===== config.mk =====
export PLATFORM = sky130hd
export DESIGN_NAME = posit_add_scheduler
export DESIGN_NICKNAME = d
export VERILOG_FILES = /design/src/rtl/posit_add_scheduler.sv
export SDC_FILE = /design/constraint.sdc
export NUM_CORES = 1
export LEC_CHECK = 0
export BUFFER_PORTS_ARGS = -buffer_cell sky130_fd_sc_hd__clkbuf_2
export CORE_ASPECT_RATIO = 1.25
export CORE_MARGIN = 2
export CORE_UTILIZATION = 40
export DETAILED_ROUTE_END_ITERATION = 8
export GPL_TIMING_DRIVEN = 0
export SYNTH_ARGS = -nofsm -noshare
export SYNTH_HDL_FRONTEND = slang
export SYNTH_SLANG_ARGS = --single-unit
export TNS_END_PERCENT = 10

===== constraint.sdc =====
create_clock -name clk -period 3.6 [get_ports clk]
set_input_delay 0.18 -clock clk [delete_from_list [all_inputs] [get_ports clk]]
set_output_delay 0.18 -clock clk [all_outputs]
set_load 0.1 [all_outputs]

===== src/rtl/posit_add_scheduler.sv =====
// Round-robin scheduler sharing one fixed-latency posit adder among NREQ
// requesters; results return in issue order through a credit-guarded FIFO.
//
// Ports:
//   clk, reset_n          clock, async active-low reset
//   req_valid/req_ready   per-requester request / combinational grant
//   req_a, req_b, req_sub packed operands (lane i at [i*N +: N]), subtract
//   dp_start, dp_a, dp_b  registered issue to the shared datapath
//   dp_result             datapath sum, sampled when the tag pipe exits
//   res_valid/res_ready   result FIFO head handshake
//   res_data, res_tag     head result and owning requester index
//   busy                  work in flight or buffered
module posit_add_scheduler #(
  parameter int N     = 8,
  parameter int ES    = 3,
  parameter int NREQ  = 4,
  parameter int LAT   = 3,
  parameter int DEPTH = 4,
  parameter int TW    = (NREQ > 2) ? $clog2(NREQ) : 1
) (
  input  logic              clk,
  input  logic              reset_n,
  input  logic [NREQ-1:0]   req_valid,
  output logic [NREQ-1:0]   req_ready,
  input  logic [NREQ*N-1:0] req_a,
  input  logic [NREQ*N-1:0] req_b,
  input  logic [NREQ-1:0]   req_sub,
  output logic              dp_start,
  output logic [N-1:0]      dp_a,
  output logic [N-1:0]      dp_b,
  input  logic [N-1:0]      dp_result,
  output logic              res_valid,
  input  logic              res_ready,
  output logic [N-1:0]      res_data,
  output logic [TW-1:0]     res_tag,
  output logic              busy
);

  localparam int CW = $clog2(DEPTH + 1);
  localparam int PW = (DEPTH > 1) ? $clog2(DEPTH) : 1;

  if (ES < 0 || ES >= N || NREQ < 2 || LAT < 1 || DEPTH < 1)
  begin : g_param_chk
    $error("posit_add_scheduler: illegal parameters");
  end

  logic [TW-1:0]   rr_ptr_q, rr_ptr_d;
  logic [CW-1:0]   credits_q, credits_d;
  logic [NREQ-1:0] cand;
  logic            grant;
  logic [TW-1:0]   win;
  logic            pop;
  logic            wr;

  logic            dp_start_q;
  logic [N-1:0]    dp_a_q, dp_b_q;
  logic [N-1:0]    sel_a, sel_b, neg_b;

  logic [LAT-1:0]          pv_q;
  logic [LAT-1:0][TW-1:0]  pt_q;

  logic [N-1:0]    mem_data_q [DEPTH];
  logic [TW-1:0]   mem_tag_q  [DEPTH];
  logic [PW-1:0]   wp_q, rp_q;
  logic [CW-1:0]   cnt_q, cnt_d;

  function automatic logic [PW-1:0] ptr_inc(input logic [PW-1:0] p);
    return (p == PW'(DEPTH - 1)) ? '0 : p + 1'b1;
  endfunction

  // Gating with reset_n keeps req_ready low while reset is held.
  assign cand = req_valid
              & {NREQ{(credits_q != '0) && reset_n}};

  // Two passes: upper half from rr_ptr first, then wrap to lane 0.
  always_comb begin
    grant = 1'b0;
    win   = '0;
    for (int j = 0; j < NREQ; j++) begin
      if (!grant && cand[j] && TW'(j) >= rr_ptr_q) begin
        grant = 1'b1;
        win   = TW'(j);
      end
    end
    for (int j = 0; j < NREQ; j++) begin
      if (!grant && cand[j]) begin
        grant = 1'b1;
        win   = TW'(j);
      end
    end
  end

  always_comb begin
    req_ready = '0;
    if (grant) req_ready[win] = 1'b1;
  end

  always_comb begin
    rr_ptr_d = rr_ptr_q;
    if (grant)
      rr_ptr_d = (win == TW'(NREQ - 1)) ? '0 : win + 1'b1;
  end

  // Two's complement is posit negation; 0 and NaR are fixed points.
  assign sel_a = req_a[win*N +: N];
  assign sel_b = req_b[win*N +: N];
  assign neg_b = (~sel_b) + 1'b1;

  assign pop = res_valid & res_ready;
  assign wr  = pv_q[LAT-1];

  always_comb begin
    credits_d = credits_q;
    unique case ({grant, pop})
      2'b10:   credits_d = credits_q - 1'b1;
      2'b01:   credits_d = credits_q + 1'b1;
      default: credits_d = credits_q;
    endcase
  end

  always_comb begin
    cnt_d = cnt_q;
    unique case ({wr, pop})
      2'b10:   cnt_d = cnt_q + 1'b1;
      2'b01:   cnt_d = cnt_q - 1'b1;
      default: cnt_d = cnt_q;
    endcase
  end

  always_ff @(posedge clk or negedge reset_n) begin
    if (!reset_n) begin
      rr_ptr_q   <= '0;
      credits_q  <= CW'(DEPTH);
      dp_start_q <= 1'b0;
      dp_a_q     <= '0;
      dp_b_q     <= '0;
    end else begin
      rr_ptr_q   <= rr_ptr_d;
      credits_q  <= credits_d;
      dp_start_q <= grant;
      if (grant) begin
        dp_a_q <= sel_a;
        dp_b_q <= req_sub[win] ? neg_b : sel_b;
      end
    end
  end

  // Stage 0 loads on the issue edge, alongside dp_start, so the
  // last stage lines up with dp_result and the FIFO write.
  always_ff @(posedge clk or negedge reset_n) begin
    if (!reset_n) begin
      pv_q <= '0;
      pt_q <= '0;
    end else begin
      pv_q[0] <= grant;
      pt_q[0] <= win;
      for (int k = 1; k < LAT; k++) begin
        pv_q[k] <= pv_q[k-1];
        pt_q[k] <= pt_q[k-1];
      end
    end
  end

  always_ff @(posedge clk or negedge reset_n) begin
    if (!reset_n) begin
      wp_q  <= '0;
      rp_q  <= '0;
      cnt_q <= '0;
      for (int k = 0; k < DEPTH; k++) begin
        mem_data_q[k] <= '0;
        mem_tag_q[k]  <= '0;
      end
    end else begin
      cnt_q <= cnt_d;
      if (wr) begin
        mem_data_q[wp_q] <= dp_result;
        mem_tag_q[wp_q]  <= pt_q[LAT-1];
        wp_q             <= ptr_inc(wp_q);
      end
      if (pop) rp_q <= ptr_inc(rp_q);
    end
  end

  assign dp_start  = dp_start_q;
  assign dp_a      = dp_a_q;
  assign dp_b      = dp_b_q;
  assign res_valid = (cnt_q != '0);
  assign res_data  = mem_data_q[rp_q];
  assign res_tag   = mem_tag_q[rp_q];
  assign busy      = (|pv_q) | res_valid | dp_start_q;

endmodule


; ---- After elaboration in Yosys (flattened, before gate mapping)
; Index checks and enable logic that the tools add are counted.
[word_totals]
out_inout_bits = 33
in_bits = 83
register_bits = 78
word_cells = 117
[op_classes]
mux = 38
eq_ne = 7
n_addsub = 8
reduce_logical = 26
magnitude_cmp = 9
n_bitwise = 7
shift = 2
[op_table]
columns = operator, count
row1 = $shiftx 32x6->8, 2
row2 = $bwmux 32, 1
row3 = $mux 8, 4
row4 = $mux 2, 12
row5 = $bmux 8 s2, 1
row6 = $demux 8 s2, 1
row7 = $logic_and 1x1->1, 14
row8 = $pmux 3 s2, 2
row9 = $mux 1, 11
row10 = $eq 2x2->1 const B, 5
row11 = $add 8x1->8 const B, 1
row12 = $bwmux 8, 1
row13 = $not 8->8, 1
row14 = $logic_not 1->1, 7
row15 = $add 2x1->2 const B, 3
row16 = $add 3x1->3 const B, 2
row17 = $ge 3x3->1 const B, 2
row18 = $not 2->3, 2
row19 = $reduce_bool 3->1, 2
row20 = $sub 3x1->3 const B, 2
row21 = $and 4x4->4, 1
row22 = $bmux 2 s2, 1
row23 = $demux 2 s2, 1
row24 = $eq 2x1->1 const B, 2
row25 = 12 further kinds, 16

; ---- Depth between registers and ports, before layout
; Gate-level depths: netlist of the first run.
[depth]
depth_word = 34
ltp_mapped = 12

; ---- Worst setup path before layout of the first run
; No wires, ideal clock.
[synth_timing]
path_type = register to output
startpoint = register credits_q[2]
endpoint = output req_ready[3]
path_stages_with_launch = 9
path_buffers = 3
setup_slack_ns = 0.972
t_arrival_ns = 2.448
cell_sequence = dfstp_2 o31ai_4 a21o_4 buf_2 nor2_1 buf_2 buf_2 ha_1 and2_1
[synth_between]
elab_chain_cells = 34
word_cells_on_any_way = 42
cone_classes = order compare: 2 / mux: 18 / bitwise: 1 / reduce/logical: 21
[synth_rtl]
columns = item, line
row1 = from (decl), 48  ; logic [CW-1:0] credits_q, credits_d;
row2 = from (signal assigned), 133  ; credits_q <= CW'(DEPTH);
row3 = from (signal assigned), 139  ; credits_q <= credits_d;
row4 = $reduce_bool 3->1 (*), 73  ; & {NREQ{(credits_q != '0) && reset_n}};
row5 = $logic_and 1x1->1 (*), 73
row6 = $and 4x4->4 (*), 73
row7 = $logic_and 1x1->1, 80  ; if (!grant && cand[j] && TW'(j) >= rr_ptr_q) begin
row8 = $mux 1, 80
row9 = $logic_not 1->1, 80
row10 = $logic_and 1x1->1 (2 in a row), 80
row11 = $mux 1, 80
row12 = [... 18 more ...], --
row13 = $logic_and 1x1->1, 86  ; if (!grant && cand[j]) begin
row14 = $mux 2 (*), 86
row15 = via win[1], 51  ; logic [TW-1:0] win;
row16 = $lt 2x3->1 (implied by the code) / $ge 2x1->1 (equally long branches), 95  ; if (grant) req_ready[win] = 1'b1;
row17 = $logic_and 1x1->1 (implied by the code), 95
row18 = $mux 1 (implied by the code), 95
row19 = $demux 1 s2 (*), 95
row20 = $mux 4 (*), 95
row21 = to (decl), 24  ; output logic [NREQ-1:0] req_ready,
; Mark *: on every way through the listed nets, which the timed path passes. The rest lies on a longest branch.

; ---- Worst setup path after layout of the first run
[layout_timing]
startpoint = input reset_n
endpoint = output req_ready[3]
[layout_between]
elab_chain_cells = 33
word_cells_on_any_way = 41
cone_classes = order compare: 2 / mux: 18 / bitwise: 1 / reduce/logical: 20
[layout_rtl]
columns = item, line
row1 = from (decl), 22  ; input logic reset_n,
row2 = $logic_and 1x1->1 (*), 73
row3 = $and 4x4->4 (*), 73
row4 = $logic_and 1x1->1, 80
row5 = $mux 1, 80
row6 = $logic_not 1->1, 80
row7 = $logic_and 1x1->1 (2 in a row), 80
row8 = $mux 1, 80
row9 = $logic_not 1->1, 80
row10 = [... 17 more ...], --
row11 = $logic_and 1x1->1, 86
row12 = $mux 2 (*), 86
row13 = via win[1], 51
row14 = $lt 2x3->1 (implied by the code) / $ge 2x1->1 (equally long branches), 95
row15 = $logic_and 1x1->1 (implied by the code), 95
row16 = $mux 1 (implied by the code), 95
row17 = $demux 1 s2 (*), 95
row18 = $mux 4 (*), 95
; Marks and branches as above.

==> results.json, run 1 <==
{
  "status": "finished clean",
  "worst-path-buf-inv": 6,
  "vias": 3304,
  "via_per_inst": 5.18,
  "cts.sinks": 77,
  "critPathKind": "in2out",
  "dp.cells": 621,
  "fin_tns_setup_ns": 0,
  "synthDistinctLibCells": 52,
  "drt_wl_total_um": 9600,
  "core_area_um2": 10100,
  "synthToLayoutAreaGrowth_pct": 27.0,
  "post-dp-hpwl_um": 7200,
  "cp.arrival_ns": 3.11,
  "grt_pass1_vias": 3462,
  "io_buffers": 115,
  "grt.overflow.total": 0,
  "hp-start": "dp_result[2]",
  "insertion_delay_ns": 0.32,
  "setup_viol": 0,
  "numCtsBuffers": 9,
  "mostFrequentLayoutCells": "clkbuf_2 (112), dfrtp_1 (76), nand2_1 (62), mux2_2 (42), nand3_1 (30)",
  "syn_nets": 473,
  "ctsRootBufferMaster": "clkbuf_16",
  "clockBufferDepth": 2,
  "synthArstFlopShare": 1.00,
  "path_delay_family": "buffers and inverters",
  "grt_max_degree": 53,
  "fin_crit_sh": 0.914,
  "path_cells": "dlygate4sd3_1 -> buf_4 -> o31ai_4 -> a21o_4 -> buf_2 -> nor2_1 -> buf_2 -> buf_2 -> ha_1 -> and2_1 -> buf_2",
  "drc": 0,
  "ys_warn_count": 0,
  "regArea_um2": 1930,
  "r2r-start": "credits_q[1]$_DFFE_PN0P_",
  "critPathMaxFanout": 27,
  "r2r_slack_ns": 0.91,
  "layout_commonest_cell": "clkbuf_2",
  "fillers": 915,
  "synth.yosys.seq_area_share": 0.467,
  "avgRoutedWirePerCell_um": 15.0,
  "hold_violations": 0,
  "gp_congestion": 0.772,
  "endpoint_kind": "output port",
  "die_x_um": 94.9,
  "avgSynthCellArea_um2": 11.0,
  "final_cells": 638,
  "dr.pass1.iters": 4,
  "cp-start-kind": "input pin",
  "io_pins": 116,
  "antenna_found_initial": 0,
  "syn_area_um2": 4130,
  "ant_nets": 0,
  "num-nets-final": 601,
  "start_util": 0.411,
  "track_usage": 0.183,
  "tightest_slew_ns": 0.784,
  "relSlewSlack": 0.477,
  "diodes": 0,
  "cp_common_cell": "buf_2",
  "synth_cells": 376,
  "slowest_delay_ns": 0.52,
  "cts_max_level": 3,
  "rsz0062_at_grt": "false",
  "fin_skew_ns": 0.00468,
  "crit_start": "reset_n",
  "synth_seq_cells": 77,
  "worstHoldPathType": "in2reg",
  "critPathRequiredTime_ns": 3.42,
  "clk_pin_slew_ns": 0.06,
  "dieHeight_um": 118,
  "detailedRoute.firstIterationViolations": 138,
  "synth_ff_type": "dfrtp_1",
  "cts_tree": "yes",
  "layout-drive-gt1-share": 0.405,
  "synth_edf_count": 0,
  "fmax_mhz": 304,
  "worst_path_max_delay_cell": "dlygate4sd3_1",
  "grt_pass1_wl_um": 16200,
  "num_rows": 41,
  "multi_input_area_um2": 2070,
  "drv_cap": 0,
  "dieArea_um2": 11200,
  "layout_min_cycle_time_ns": 3.29,
  "drv_slew": 0
}
## metal layers
metal | vias up | GRT usage | wire (µm)
li1 | 1603 | - | -
met1 | 1585 | 0.218 | 3920
met2 | 104 | 0.317 | 4960
met3 | 12 | 0.0429 | 514
met4 | 0 | 0.0679 | 204
met5 | - | 0 | 0
## layout make-up
type                    instances  area share
multi-input cells             268       0.394
clock inverters                 6      0.0212
well taps                     129      0.0307
flip-flops and latches         77       0.367
repair buffers                117       0.117
clock buffers                  10      0.0436
inverters                      14      0.0100
plain buffers                  17      0.0155
## worst register-to-register path, stage by stage, from the launching register on
cell,delay (ns)
dfrtp_1,0.43
o31ai_4,0.35
a21o_1,0.24
clkbuf_1,0.44
ha_1,0.27
inv_1,0.06
fa_1,0.38
xor2_1,0.17
nor2_1,0.12
xor2_1,0.15
## synthesized netlist by cell type, types with 8 or more instances
library cell	count	area share
nand2_1	62	0.056
mux2_2	42	0.11
mux4_2	10	0.054
o21ai_0	21	0.025
ha_1	12	0.036
o21ai_1	10	0.012
nor2_1	11	0.010
dfrtp_1	76	0.46
inv_1	12	0.011
clkbuf_1	8	0.0073
nand3_1	30	0.036
## logic make-up (layout without fill, tap and decap cells)
kind of cell | Yosys count | after routing | share of synthesized area
compound gates | 59 | 59 | 0.106
xor+xnor | 8 | 8 | 0.0170
fa+ha+maj | 14 | 14 | 0.0460
buf+inv | 31 | 164 | 0.0324
flops | 77 | 77 | 0.467
mux | 58 | 58 | 0.183
simple gates | 129 | 129 | 0.148
## stage by stage
step	cell area [µm²]	hold WS (ns)	utilization	setup WS [ns]
after CTS	5250	0.126	0.522	0.181
after global routing	5250	0.128	0.522	0.0527
after floorplan	4130	-0.116	-	0.972
after detailed placement	4900	0.172	0.487	0.729
final	5250	0.133	0.522	0.310
after global placement	4870	0.331	0.484	-0.551
## path summary, 6_finish.rpt
kind	to	depth (start not counted)
worst min register to register	pt_q[4]$_DFF_PN0_	0
max in group asynchronous	mem_data_q[7]$_DFFE_PN0P_	3
worst max-delay path	req_ready[3]	11
min in group asynchronous	mem_data_q[6]$_DFFE_PN0P_	2
worst min-delay path	mem_data_q[2]$_DFFE_PN0P_	2
worst max register to register	credits_q[2]$_DFFE_PN1P_	9
## state kept, by name (all words and copies together), names as in the netlist
name	flops
rp_q	2
mem_data_q	32
cnt_q	3
pt_q	6
dp_b	8
wp_q	2
dp_a	8
pv_q	3
credits_q	3
rr_ptr_q	2
mem_tag_q	8
## what timing repair did
action                                  in CTS  in global routing
endpoints found under the setup margin       0                  2
hold endpoints to repair                    24                  0
resized for setup                            0                  3
buffers inserted                             0                  0
hold buffers                                 1                  0
Power of run 1 is left out: the tool's default activity adds up to more than one toggle a clock period on the data nets, which glitch-free logic cannot reach.
==> inputs of run 2 (changes only) <==
--- a/config.mk
+++ b/config.mk
@@ -5,7 +5,7 @@
 export SDC_FILE = /design/constraint.sdc
 export NUM_CORES = 1
 export LEC_CHECK = 0
-export BUFFER_PORTS_ARGS = -buffer_cell sky130_fd_sc_hd__clkbuf_2
+export BUFFER_PORTS_ARGS = -buffer_cell sky130_fd_sc_hd__buf_2
 export CORE_ASPECT_RATIO = 1.25
 export CORE_MARGIN = 2
 export CORE_UTILIZATION = 40
==> run 2 against run 1 <==
Compared with the run above: design area decreased by 0.21%; via count grew 0.73%; non-clock buffer count did not move; global-route usage about the same; setup slack worse by 0.054 ns; wire length increased by 1.7%; worst hold slack worse by 0.015 ns; die area is the same; fmax down 1.6%; critical path depth unchanged; cell count is 0.16% lower; sequential share of layout area grew 0.079 points.
==> results.json, run 2 (same netlist as run 1, synthesis figures left out) <==
{
  "r2r_slack_ns": 0.90,
  "via_per_inst": 5.22,
  "worstHoldPathCells": 2,
  "ant_nets": 0,
  "drt_wl_total_um": 9760,
  "clockBufferDepth": 2,
  "cp_common_cell": "buf_2",
  "track_usage": 0.184,
  "relSlewSlack": 0.459,
  "mostFrequentLayoutCells": "buf_2 (119), dfrtp_1 (76), nand2_1 (62), mux2_2 (42), nand3_1 (30)",
  "fin_skew_ns": 0.00517,
  "r2r-end": "credits_q[2]$_DFFE_PN1P_",
  "r2r-start": "credits_q[1]$_DFFE_PN0P_",
  "die_x_um": 94.9,
  "cts_max_level": 3,
  "diodes": 0,
  "status": "finished clean",
  "layout_min_cycle_time_ns": 3.34,
  "setup_ws_ns": 0.256,
  "io_buffers": 115,
  "finalInstanceArea_um2": 5240,
  "start_util": 0.411,
  "worstHoldEndpoint": "mem_data_q[11]$_DFFE_PN0P_",
  "cts.sinks": 77,
  "tightest_slew_ns": 0.811,
  "top_register": "mem_data_q",
  "grt_pass1_vias": 3466,
  "hp-start": "dp_result[3]",
  "detailedRoute.firstIterationViolations": 66,
  "antenna_found_initial": 0,
  "endpoint_kind": "output port",
  "grt.overflow.total": 0,
  "dieHeight_um": 118,
  "worstHoldPathType": "in2reg",
  "clk_pin_slew_ns": 0.06,
  "reg2regPathDepth": 9,
  "drc": 0,
  "cp-start-kind": "input pin",
  "critPathKind": "in2out",
  "io_pins": 116,
  "gp_congestion": 0.762,
  "post-dp-hpwl_um": 7360,
  "ctsRootBufferMaster": "clkbuf_16",
  "cts_tree": "yes",
  "grt_pass1_wl_um": 16100,
  "num_rows": 41,
  "largest_reg_flops": 32,
  "num-nets-final": 601,
  "slowest_delay_ns": 0.53,
  "critPathRequiredTime_ns": 3.42,
  "cts_resized": 0,
  "rsz0062_at_grt": "false",
  "layout-drive-gt1-share": 0.404,
  "path_delay_family": "buffers and inverters",
  "setup_viol": 0,
  "drv_slew": 0,
  "core_area_um2": 10100,
  "fin_crit_sh": 0.929,
  "grt_max_degree": 50,
  "numCtsBuffers": 9,
  "dpl_cell_area_um2": 4900,
  "layout_commonest_cell": "buf_2",
  "avgRoutedWirePerCell_um": 15.3,
  "dp_worst_setup_slack_ns": 0.764,
  "drv_cap": 0,
  "worst-path-buf-inv": 6,
  "vias": 3328,
  "worst_path_max_delay_cell": "dlygate4sd3_1",
  "dr.pass1.iters": 4,
  "cp.arrival_ns": 3.16,
  "fmax_mhz": 299,
  "critPathMaxFanout": 30,
  "insertion_delay_ns": 0.34,
  "path_cells": "dlygate4sd3_1 -> buf_4 -> o31ai_4 -> a21o_4 -> buf_2 -> nor2_1 -> buf_2 -> buf_2 -> ha_1 -> and2_1 -> buf_2",
  "dieArea_um2": 11200,
  "synthToLayoutAreaGrowth_pct": 26.8,
  "hold_violations": 0
}
-- run 2: cell count changes in the layout (fill, tap and decap cells not counted) --
cell and delta:
buf_2 +112, clkbuf_2 -112, clkinv_2 +1, clkinv_4 -1, clkinvlp_4 -1
-- run 2: metal layers --
layer	part of all wire	routed length (µm)	vias up	track usage
li1	-	-	1603	-
met1	0.41	3980	1597	0.213
met2	0.50	4930	113	0.314
met3	0.058	566	15	0.0423
met4	0.029	286	0	0.0861
met5	0	0	-	0
-- run 2: worst max-delay path by stage --
| stage | endpoint | from | depth (start not counted) | slack, ns |
|---|---|---|---|---|
| 2_1_floorplan | req_ready[3] | credits_q[2]$_DFFE_PN1P_ | 8 | 0.97 |
| 3_3_place_gp | req_ready[3] | reset_n | 10 | -0.36 |
| 3_5_place_dp | req_ready[3] | reset_n | 10 | 0.76 |
| 4_1_cts | req_ready[3] | reset_n | 11 | 0.20 |
| 5_1_grt | req_ready[3] | reset_n | 11 | 0.03 |
| 6_report | req_ready[3] | reset_n | 11 | 0.26 |
-- run 2: final cells by class --
type / instances / area, µm²
fillers: 950 / 4820
multi-input cells: 268 / 2070
flip-flops and latches: 77 / 1930
repair buffers: 117 / 616
clock buffers: 10 / 229
well taps: 129 / 161
clock inverters: 5 / 100
plain buffers: 17 / 81.3
inverters: 14 / 52.6
-- run 2: per-stage QoR --
step                hold WS [ns]  utilization  TNS, ns  std cells
floorplan                 -0.116            -        0        376
global placement           0.331        0.484    -1.34        620
detailed placement         0.152        0.487        0        621
CTS                        0.110        0.521        0        637
global route               0.118        0.521        0        637
finish                     0.118        0.521        0        637
-- run 2: what timing repair did --
item,in CTS,in global routing
hold endpoints to repair,27,0
hold buffers,1,0
setup endpoints to repair,0,0
setup buffers,0,0
Power of run 2 is left out for the same reason.
==> inputs of run 3 (changes only) <==
--- a/config.mk
+++ b/config.mk
@@ -8,9 +8,10 @@
 export BUFFER_PORTS_ARGS = -buffer_cell sky130_fd_sc_hd__buf_2
 export CORE_ASPECT_RATIO = 1.25
 export CORE_MARGIN = 2
-export CORE_UTILIZATION = 40
+export CORE_UTILIZATION = 57
 export DETAILED_ROUTE_END_ITERATION = 8
 export GPL_TIMING_DRIVEN = 0
+export PLACE_DENSITY = 0.86
 export SYNTH_ARGS = -nofsm -noshare
 export SYNTH_HDL_FRONTEND = slang
 export SYNTH_SLANG_ARGS = --single-unit
==> run 3 against run 2 <==
Compared with the run above: worst hold slack worse by 0.012 ns; fmax up 6.3%; critical path depth unchanged; sequential share of layout area up 0.84 points; core utilization up 21 points; register-to-register slack about the same; die area down 29%; cell count down 6.0%; global-route usage up 7.1 points; wire length down 5.2%; sequential cell count unchanged; design area down 2.2%; critical path type unchanged; largest cell class unchanged.
==> results.json, run 3 (same netlist as run 1, synthesis figures left out) <==
{
  "status": "finished clean",
  "antenna_found_initial": 0,
  "cts.sinks": 77,
  "insertion_delay_ns": 0.36,
  "largest_reg_flops": 32,
  "tightest_slew_ns": 0.810,
  "fin_crit_sh": 0.874,
  "worstHoldPathType": "in2reg",
  "die_x_um": 80.2,
  "synthToLayoutAreaGrowth_pct": 23.9,
  "critPathMaxFanout": 17,
  "fmax_mhz": 318,
  "cts_tree": "yes",
  "core_area_um2": 6980,
  "dieArea_um2": 7950,
  "cp.arrival_ns": 2.97,
  "gp_congestion": 0.803,
  "cp-start-kind": "input pin",
  "grt.overflow.total": 0,
  "layout_min_cycle_time_ns": 3.15,
  "critPathRequiredTime_ns": 3.42,
  "dr.pass1.iters": 4,
  "final_util": 0.734,
  "post-cts-setup-buffers": 0,
  "track_usage": 0.255,
  "regArea_um2": 1930,
  "numCtsBuffers": 9,
  "detailedRoute.firstIterationViolations": 173,
  "drv_cap": 0,
  "clk_pin_slew_ns": 0.08,
  "post-dp-hpwl_um": 6990,
  "avgRoutedWirePerCell_um": 15.5,
  "num_rows": 34,
  "endpoint_kind": "output port",
  "cts_max_level": 3,
  "relSlewSlack": 0.460,
  "vias": 3294,
  "rsz0062_at_grt": "false",
  "clockBufferDepth": 2,
  "diodes": 0,
  "setup_ws_ns": 0.453,
  "grt_pass1_vias": 3410,
  "drc": 0,
  "ctsRootBufferMaster": "clkbuf_8",
  "hold_violations": 0,
  "drv_slew": 0,
  "fillers": 524,
  "setup_viol": 0,
  "via_per_inst": 5.50,
  "drt_wl_total_um": 9260,
  "io_pins": 116,
  "critPathKind": "in2out",
  "layout_commonest_cell": "buf_2",
  "grt_max_degree": 63,
  "fin_skew_ns": 0.0103,
  "grt_pass1_wl_um": 15700,
  "dp_worst_setup_slack_ns": 0.867,
  "mostFrequentLayoutCells": "buf_2 (119), dfrtp_1 (76), nand2_1 (62), mux2_2 (42), nand3_1 (30)",
  "dieHeight_um": 99.2,
  "ant_nets": 0,
  "top_register": "mem_data_q",
  "start_util": 0.592,
  "layout-drive-gt1-share": 0.405,
  "num-nets-final": 601,
  "multi_input_area_um2": 2070,
  "io_buffers": 115
}
[run 3: cell types whose count changed in the layout (fill, tap and decap cells not counted), sizes merged]
cell / change
clkinv: -1
inv: +1
bufinv: +1
[run 3: through the flow]
step | hold WS [ns] | instances | TNS [ns] | area [µm²]
2_1_floorplan | -0.116 | 376 | 0 | 4130
3_3_place_gp | 0.331 | 581 | -0.469 | 4820
3_5_place_dp | 0.0747 | 582 | 0 | 4850
4_1_cts | 0.0842 | 599 | 0 | 5120
5_1_grt | 0.0841 | 599 | 0 | 5120
6_report | 0.105 | 599 | 0 | 5120
[run 3: layout make-up]
| class | instances | area share |
|---|---|---|
| Tap cell | 90 | 0.0220 |
| Clock buffer | 10 | 0.0249 |
| Sequential cell | 77 | 0.376 |
| Inverter | 14 | 0.0103 |
| Multi-Input combinational cell | 268 | 0.404 |
| Clock inverter | 6 | 0.0261 |
| Timing Repair Buffer | 117 | 0.120 |
| Buffer | 17 | 0.0159 |
[run 3: final timing paths]
| kind | startpoint | to | slack [ns] | depth (start not counted) |
|---|---|---|---|---|
| max in group asynchronous | reset_n | mem_data_q[12]$_DFFE_PN0P_ | 2.77 | 3 |
| min reg2reg | pt_q[0]$_DFF_PN0_ | pt_q[2]$_DFF_PN0_ | 0.34 | 0 |
| min in group asynchronous | reset_n | wp_q[0]$_DFFE_PN0P_ | 0.25 | 2 |
| max | reset_n | req_ready[2] | 0.45 | 11 |
| max reg2reg | credits_q[1]$_DFFE_PN0P_ | credits_q[2]$_DFFE_PN1P_ | 0.90 | 9 |
| min | dp_result[0] | mem_data_q[0]$_DFFE_PN0P_ | 0.11 | 2 |
[run 3: critical path, stage by stage]
cell and delay (ns):
dlygate4sd3_1 0.53, buf_4 0.27, o31ai_4 0.16, a21o_4 0.24
buf_2 0.17, nor2_1 0.17, buf_2 0.24, buf_2 0.27
ha_1 0.18, and2_1 0.11, buf_2 0.42
[run 3: layer usage]
layer / track usage / part of all wire
met4: 0.0965 / 0.021
met1: 0.310 / 0.41
met2: 0.435 / 0.52
met3: 0.0635 / 0.057
met5: 0 / 0
[run 3: what timing repair did]
action / CTS / global route
gates resized for setup: 0 / 0
hold endpoints to repair: 15 / 0
hold buffers: 1 / 0
Power of run 3 is left out for the same reason.
